[config.mk]
export PLATFORM = sky130hd
export DESIGN_NAME = zigbee_deframer
export DESIGN_NICKNAME = d
export VERILOG_FILES = /design/src/rtl/zigbee_pkg.sv /design/src/rtl/fifo_nibble_reader.sv /design/src/rtl/zigbee_deframer.sv
export SDC_FILE = /design/constraint.sdc
export NUM_CORES = 1
export LEC_CHECK = 0
export CAP_MARGIN = 20
export CORE_ASPECT_RATIO = 0.7
export CORE_MARGIN = 8
export CORE_UTILIZATION = 57
export CTS_BUF_LIST = sky130_fd_sc_hd__clkbuf_4 sky130_fd_sc_hd__clkbuf_8
export DETAILED_ROUTE_END_ITERATION = 10
export HOLD_SLACK_MARGIN = 0.12
export MAX_ROUTING_LAYER = met4
export PLACE_DENSITY_LB_ADDON = 0.3
export SYNTH_ARGS = -nofsm -noshare
export SYNTH_HDL_FRONTEND = slang
export SYNTH_SLANG_ARGS = --single-unit
[constraint.sdc]
create_clock -name inClock -period 1.9 [get_ports inClock]
set_input_delay 0.38 -clock inClock [delete_from_list [all_inputs] [get_ports inClock]]
set_output_delay 0.38 -clock inClock [all_outputs]
set_load 0.01 [all_outputs]
[src/rtl/zigbee_pkg.sv]
// Shared types and constants for the 802.15.4 receive deframer.
package zigbee_pkg;

  typedef enum logic [2:0] {
    SEARCH,
    SFD_HI,
    PHR_LO,
    PHR_HI,
    PAY_LO,
    PAY_HI,
    HOLD
  } state_e;

  localparam logic [3:0] SFD_LO_NIB = 4'h7;
  localparam logic [3:0] SFD_HI_NIB = 4'hA;
  localparam int unsigned PHR_LEN_W = 7;

  // PHR length is legal when non-zero and no larger than the configured maximum.
  function automatic logic len_ok(input logic [PHR_LEN_W-1:0] len, input logic [7:0] max_len);
    return (len != '0) && ({1'b0, len} <= max_len);
  endfunction

endpackage

[src/rtl/fifo_nibble_reader.sv]
// One-outstanding read engine in front of outFIFO; data returns the cycle after the strobe.
module fifo_nibble_reader (
  input  logic       inClock,
  input  logic       inReset,
  input  logic       inEmpty,
  input  logic [3:0] inData,
  input  logic       enable,
  output logic       outReadEnable,
  output logic [3:0] nibble,
  output logic       nibbleValid
);

  logic r_pending;
  logic w_strobe;

  assign w_strobe = enable && !inEmpty && !r_pending;

  always_ff @(posedge inClock or posedge inReset) begin
    if (inReset) begin
      r_pending <= 1'b0;
    end else begin
      r_pending <= w_strobe;
    end
  end

  assign outReadEnable = w_strobe;
  assign nibbleValid   = r_pending;
  assign nibble        = inData;

endmodule

[src/rtl/zigbee_deframer.sv]
// Hunts for preamble + SFD, extracts the PHR length and streams payload bytes out.
module zigbee_deframer
  import zigbee_pkg::*;
#(
  parameter int unsigned PREAMBLE_NIBBLES = 8,
  parameter int unsigned MAX_LEN          = 127
) (
  input  logic                 inClock,
  input  logic                 inReset,
  input  logic                 inEmpty,
  input  logic [3:0]           inData,
  output logic                 outReadEnable,
  output logic [7:0]           outByte,
  output logic                 outByteValid,
  input  logic                 inByteReady,
  output logic                 outLast,
  output logic [PHR_LEN_W-1:0] outLength,
  output logic                 outFrameDone,
  output logic                 outFrameError
);

  localparam logic [3:0] PreambleMin = 4'(PREAMBLE_NIBBLES);
  localparam logic [7:0] MaxLen      = 8'(MAX_LEN);

  state_e               r_state,      w_state_next;
  logic [3:0]           r_zero_cnt,   w_zero_next;
  logic [PHR_LEN_W-1:0] r_len,        w_len_next;
  logic [3:0]           r_low,        w_low_next;
  logic [PHR_LEN_W-1:0] r_byte_cnt,   w_cnt_next;
  logic [7:0]           r_byte,       w_byte_next;
  logic                 r_byte_valid, w_valid_next;
  logic                 r_last,       w_last_next;
  logic [PHR_LEN_W-1:0] r_length,     w_length_next;

  logic                 w_enable;
  logic                 w_nib_valid;
  logic [3:0]           w_nib;
  logic [PHR_LEN_W-1:0] w_len_full;
  logic                 w_frame_done;
  logic                 w_frame_error;

  // Reads stop while a byte is waiting and while reset holds the outputs at zero.
  assign w_enable   = (r_state != HOLD) && !inReset;
  assign w_len_full = {w_nib[2:0], r_len[3:0]};

  fifo_nibble_reader u_reader (
    .inClock       (inClock),
    .inReset       (inReset),
    .inEmpty       (inEmpty),
    .inData        (inData),
    .enable        (w_enable),
    .outReadEnable (outReadEnable),
    .nibble        (w_nib),
    .nibbleValid   (w_nib_valid)
  );

  always_comb begin
    w_state_next  = r_state;
    w_zero_next   = r_zero_cnt;
    w_len_next    = r_len;
    w_low_next    = r_low;
    w_cnt_next    = r_byte_cnt;
    w_byte_next   = r_byte;
    w_valid_next  = r_byte_valid;
    w_last_next   = r_last;
    w_length_next = r_length;
    w_frame_done  = 1'b0;
    w_frame_error = 1'b0;

    unique case (r_state)
      SEARCH: begin
        if (w_nib_valid) begin
          if (w_nib == 4'h0) begin
            if (r_zero_cnt != 4'hF) w_zero_next = r_zero_cnt + 4'd1;
          end else if (w_nib == SFD_LO_NIB && r_zero_cnt >= PreambleMin) begin
            w_state_next = SFD_HI;
            w_zero_next  = '0;
          end else begin
            w_zero_next = '0;
          end
        end
      end
      SFD_HI: begin
        if (w_nib_valid) begin
          if (w_nib == SFD_HI_NIB) begin
            w_state_next = PHR_LO;
          end else begin
            // A zero here may be the start of a fresh preamble.
            w_state_next = SEARCH;
            w_zero_next  = (w_nib == 4'h0) ? 4'd1 : 4'd0;
          end
        end
      end
      PHR_LO: begin
        if (w_nib_valid) begin
          w_len_next   = {3'b000, w_nib};
          w_state_next = PHR_HI;
        end
      end
      PHR_HI: begin
        if (w_nib_valid) begin
          if (!len_ok(w_len_full, MaxLen)) begin
            w_frame_error = 1'b1;
            w_state_next  = SEARCH;
            w_zero_next   = '0;
          end else begin
            w_len_next    = w_len_full;
            w_length_next = w_len_full;
            w_cnt_next    = '0;
            w_state_next  = PAY_LO;
          end
        end
      end
      PAY_LO: begin
        if (w_nib_valid) begin
          w_low_next   = w_nib;
          w_state_next = PAY_HI;
        end
      end
      PAY_HI: begin
        if (w_nib_valid) begin
          w_byte_next  = {w_nib, r_low};
          w_valid_next = 1'b1;
          w_last_next  = (r_byte_cnt == (r_len - 7'd1));
          w_state_next = HOLD;
        end
      end
      HOLD: begin
        if (inByteReady) begin
          w_valid_next = 1'b0;
          w_last_next  = 1'b0;
          w_cnt_next   = r_byte_cnt + 7'd1;
          if (r_last) begin
            w_frame_done = 1'b1;
            w_state_next = SEARCH;
            w_zero_next  = '0;
          end else begin
            w_state_next = PAY_LO;
          end
        end
      end
      default: begin
        w_state_next = SEARCH;
        w_zero_next  = '0;
      end
    endcase
  end

  always_ff @(posedge inClock or posedge inReset) begin
    if (inReset) begin
      r_state      <= SEARCH;
      r_zero_cnt   <= '0;
      r_len        <= '0;
      r_low        <= '0;
      r_byte_cnt   <= '0;
      r_byte       <= '0;
      r_byte_valid <= 1'b0;
      r_last       <= 1'b0;
      r_length     <= '0;
    end else begin
      r_state      <= w_state_next;
      r_zero_cnt   <= w_zero_next;
      r_len        <= w_len_next;
      r_low        <= w_low_next;
      r_byte_cnt   <= w_cnt_next;
      r_byte       <= w_byte_next;
      r_byte_valid <= w_valid_next;
      r_last       <= w_last_next;
      r_length     <= w_length_next;
    end
  end

  assign outByte       = r_byte;
  assign outByteValid  = r_byte_valid;
  assign outLast       = r_last;
  assign outLength     = r_length;
  assign outFrameDone  = w_frame_done;
  assign outFrameError = w_frame_error;

endmodule
## Word-level counts from Yosys, hierarchy flattened

Cells that the tools add are included.

| word-level totals | value |
|---|---|
| output and inout port bits | 20 |
| bits of input ports | 8 |
| word-level logic and storage cells | 108 |
| register bits | 43 |

| operators by class | value |
|---|---|
| $add $sub $neg | 3 |
| $lt $le $gt $ge | 1 |
| bitwise operators | 2 |
| equal/unequal tests | 25 |
| reduce and logical (&&, ||, !) cells | 23 |
| mux-type cells | 43 |

Operators with widths:

| cell | number |
|---|---|
| $mux 7 | 6 |
| $mux 4 | 9 |
| $mux 3 | 11 |
| $pmux 7 s2 | 2 |
| $pmux 3 s7 | 1 |
| $pmux 4 s5 | 1 |
| $reduce_and 9->1 | 2 |
| $ne 2x2->1 const B | 7 |
| $ne 2x1->1 const B | 6 |
| $mux 1 | 10 |
| $eq 3x3->1 const B | 3 |
| $reduce_and 3->1 | 3 |
| $reduce_and 4->1 | 2 |
| $add 7x1->7 const B | 1 |
| $eq 7x7->1 | 1 |
| $reduce_bool 7->1 | 1 |
| $sub 7x1->7 const B | 1 |
| $eq 3x2->1 const B | 2 |
| $ne 3x3->1 const B | 2 |
| $reduce_bool 2->1 | 3 |
| $add 4x1->4 const B | 1 |
| $eq 4x3->1 const B | 1 |
| $eq 4x4->1 const B | 1 |
| $ge 4x4->1 const B | 1 |
| other kinds (11) | 19 |

## Logic depth before layout (Yosys ltp)

| depth | value |
|---|---|
| depth in word-level cells | 6 |
| mapped depth | 7 |
| gate-level depth less buffers | 6 |

## Modules after synthesis

A second synthesis with hierarchy kept.

| unflattened totals | value |
|---|---|
| cell total of the unflattened synthesis | 205 |
| area total of the unflattened synthesis | 2257.2 µm² |

Modules (own cells, without submodules):

| module | times used | sequential area each (µm²) | cells an instance | area an instance (µm²) |
|---|---|---|---|---|
| zigbee_deframer | 1 | 1051.0 | 198 | 2185.8 |
| fifo_nibble_reader | 1 | 25.0 | 7 | 71.3 |

## Least setup slack after synthesis

Ideal clock, no wire load.

| timing path | value |
|---|---|
| path kind | flip-flop to output port |
| from | reg r_state[2] |
| to | out outReadEnable |
| cell stages (with the launch flop) | 4 |
| slack | 74 ps |
| required time | 1520 ps |
| arrival | 1446 ps |
| buffers on the path | 2 |
| cell sequence | dfrtp_1 -> buf_4 -> clkbuf_1 -> a2111oi_0 |

| between the ends | value |
|---|---|
| word-level cells in the longest chain between the ends | 4 |

RTL lines:

| what | line | text |
|---|---|---|
| start: declaration | zigbee_deframer.sv:25 | `state_e r_state, w_state_next;` |
| start signal: assignment | zigbee_deframer.sv:161 | `r_state <= w_state_next;` |
| $ne 3x3->1 | zigbee_deframer.sv:43 | `assign w_enable = (r_state != HOLD) && !inReset;` |
| $logic_and 1x1->1 | zigbee_deframer.sv:43 |  |
| $logic_and 1x1->1 (2 in a row) | fifo_nibble_reader.sv:16 | `assign w_strobe = enable && !inEmpty && !r_pending;` |
| end: declaration | zigbee_deframer.sv:12 | `output logic outReadEnable,` |

No other way between the ends.

## Worst setup path after layout

| timing path | value |
|---|---|
| from | reg r_state[1] |
| to | out outFrameError |

| between the ends | value |
|---|---|
| word-level cells in the longest chain between the ends | 2 |

RTL lines:

| what | line | text |
|---|---|---|
| $eq 3x2->1 | zigbee_deframer.sv:70 | `unique case (r_state)` |
| $mux 1 | zigbee_deframer.sv:70 |  |
| end: declaration | zigbee_deframer.sv:19 | `output logic outFrameError` |

No other way between the ends.

==> impl_metrics.env <==
export IMPL_r2r_slack_ns=0.16
export IMPL_layout_common_cells="dfrtp_1 (43), nand2_1 (31), buf_4 (29)"
export IMPL_synth_simple_gate_area_share_pct=18.93
export IMPL_async_flop_share_pct=100.0
export IMPL_path_clk_slew_ns=0.09
export IMPL_avgViaCountPerCell=5.551
export IMPL_diodes=0
export IMPL_layout_cells_most_common="dfrtp_1"
export IMPL_synthMuxAreaShare_pct=7.143
export IMPL_cts_root_buf="clkbuf_8"
export IMPL_cts_hold_buffers_added=0
export IMPL_num_vias=1793
export IMPL_power_leakage_uw=0.001362
export IMPL_final_fill_count=260
export IMPL_cts_tree="built"
export IMPL_hp_start="outLength[5]"
export IMPL_syn_inst=214
export IMPL_synth_top_family_by_area="simple AND/OR/NAND/NOR gates"
export IMPL_die_area_sq_um=6151
export IMPL_netlist_cell_type_count=43
export IMPL_min_path_cells=2
export IMPL_slew_headroom_pct=81.30
export IMPL_hold_class="reg -> reg"
export IMPL_place_inst=310
export IMPL_m1WireLength_um=2379
export IMPL_yosys_warnings=0
export IMPL_areaGrowthSynthToFinish_pct=30.10
export IMPL_drive_gt1_share_pct=27.31
export IMPL_max_freq_mhz=553.4
export IMPL_core_area_sq_um=3827
export IMPL_r2r_end="outLength[0]"
export IMPL_worst_pin_slew_ns=0.2806
export IMPL_drt_wirelength_per_cell_um=15.78
export IMPL_htree_levels=2
export IMPL_min_to="outLength[5]"
export IMPL_layout_cells_non_filler=323
export IMPL_cp_data_arrival_time_ns=1.43
export IMPL_setup_violations=0
export IMPL_numCtsBuffers=5
export IMPL_finalHoldViolCount=0
export IMPL_yosysTopAreaCell="dfrtp_1"
export IMPL_ff2ff_path_depth=11
export IMPL_cp_max_fo=11
export IMPL_io_buffers=27
export IMPL_antenna_found_initial=0
export IMPL_synth_xor_area_share_pct=5.952
export IMPL_seq_area_frac_synth_pct=48.75
export IMPL_ys_flop_type="dfrtp_1"
export IMPL_status="finished clean"
export IMPL_highest_layer="met4"
export IMPL_clk_latency_ns=0.30
export IMPL_maxCapViolations=0
export IMPL_rows=19
export IMPL_grt_max_degree=44
export IMPL_post_route_min_period_ns=1.807
export IMPL_synth_edff_count=0
export IMPL_syn_area_sq_um=2207
export IMPL_fin_crit_sh_pct=95.11
export IMPL_synth_area_leaders="dfrtp_1 (49%), mux2_2 (7.1%), nand2_1 (5.4%)"
export IMPL_grt_setup_unrepaired="false"
export IMPL_boundaryPins=28
export IMPL_drc_errors=0
export IMPL_syn_num_nets=227
export IMPL_synth_top_area_share_pct=48.75
export IMPL_start_kind="flop"
export IMPL_place_hpwl_um=3708
export IMPL_drv_slew=0
export IMPL_nNetsFinal=283
export IMPL_vdd_drop_max_v=0.0004437
export IMPL_drtIter0Drc=81
export IMPL_fin_hold_ws_ns=0.4799
export IMPL_routed_wl_um=5098
export IMPL_worst_ep_required_time_ns=1.52
export IMPL_r2r_start="r_len[0]"
export IMPL_die_w_um=90.38
export IMPL_gp_congestion=0.8076
export IMPL_grt_usage_pct=18.35
export IMPL_fin_setup_tns_ns=0
export IMPL_worst_setup_path_end_kind="output port"
export IMPL_total_power_uw=1710
export IMPL_cts_max_path_buffers=2
export IMPL_wl_met2_um=2351
export IMPL_grt_pass1_vias=1789
export IMPL_overflow=0
export IMPL_cts_sinks=43
export IMPL_synth_seq_cells=43
export IMPL_first_pass_iters=5
export IMPL_powerDensity_nw_per_um2=595.6
export IMPL_synth_fa_ha_area_share_pct=2.834
export IMPL_clock_skew_ns=0.005556
export IMPL_ant_nets=0
export IMPL_start_util_pct=57.67
export IMPL_die_y_um=68.06
export IMPL_grt_pass1_wl_um=8631
export IMPL_synth_compound_area_share_pct=12.59
export IMPL_routed_wl_met3_um=317
export IMPL_critical_path_class="reg -> out"
export IMPL_synth_avg_cell_area_sq_um=10.31
[critical path: stages, from the launching register on]
cell and delay [ns]:
dfrtp_1 0.35, buf_4 0.19, and3b_1 0.23, nand2_1 0.08, nor2_1 0.13, buf_2 0.15
[sequential cells by signal, summed over array words and instances (netlist names)]
name / count
outByte: 8
outByteValid: 1
outLast: 1
outLength: 7
r_byte_cnt: 7
r_len: 7
r_low: 4
r_state: 3
r_zero_cnt: 4
u_reader.nibbleValid: 1
[worst max path at each step]
stage	slack, ns	end	startpoint
floorplan	0.07	outReadEnable	r_state[2]
CTS	0.003	outFrameDone	r_state[0]
global route	0.03	outFrameError	r_state[1]
finish	0.09	outFrameError	r_state[1]
detailed placement	-0.50	outReadEnable	inEmpty
global placement	-0.41	outFrameError	inData[2]
[synth_stat cells (2+ instances only)]
cell type   n
a211oi_2    2
a21oi_1     6
a22oi_1     2
a31oi_1     2
and3_1      2
buf_2       4
buf_4       2
clkbuf_1    3
dfrtp_1    43
ha_1        5
inv_1      10
mux2_2     14
nand2_1    32
nand3_1    12
nand4_1     2
nor2_1     15
nor3_1      5
o2111ai_1   3
o21ai_0    13
xnor2_1    10
xor2_1      5
[report_power, final]
part | switching, uW | internal, uW | leakage (uW) | total, uW
combinational | 88.0 | 74.5 | 0.000765 | 162
sequential | 15.6 | 930 | 0.000552 | 946
clock | 340 | 263 | 0.0000443 | 602
[final cells by class]
cell class | count | area, sq um | area share [%]
repair buffers | 58 | 511.7 | 17.82
multi-input cells | 152 | 1087 | 37.86
flip-flops and latches | 43 | 1076 | 37.47
clock buffers | 5 | 68.82 | 2.397
well taps | 52 | 65.06 | 2.266
inverters | 10 | 37.54 | 1.307
clock inverters | 3 | 25.02 | 0.8715
[cells by family (layout without fill, tap and decap cells)]
family          after synthesis  count (layout)
fa+ha+maj                     5               5
buf+inv                      19              76
compound gates               38              38
flops                        43              43
xor+xnor                     15              15
mux                          14              14
simple gates                 80              80
[stage by stage]
stage / instance area [sq um] / worst slack [ns] / utilization, %
2_1_floorplan: 2207 / 0.07380 / -
6_report: 2872 / 0.09293 / 75.02
5_1_grt: 2872 / 0.03186 / 75.02
3_3_place_gp: 2704 / -0.4096 / 70.64
3_5_place_dp: 2704 / -0.4978 / 70.64
4_1_cts: 2850 / 0.002688 / 74.47
[timing repair]
item,CTS,global route
buffers inserted,4,1
pin swaps,3,1
endpoints found under the setup margin,3,11
gates resized for setup,14,9
[per-layer routing]
layer  vias up  GRT usage (%)
met2        60          28.34
met4         0          7.010
met5         -              -
met1       864          22.54
li1        864              -
met3         5          5.586
Power figures use the tool's default switching activity.
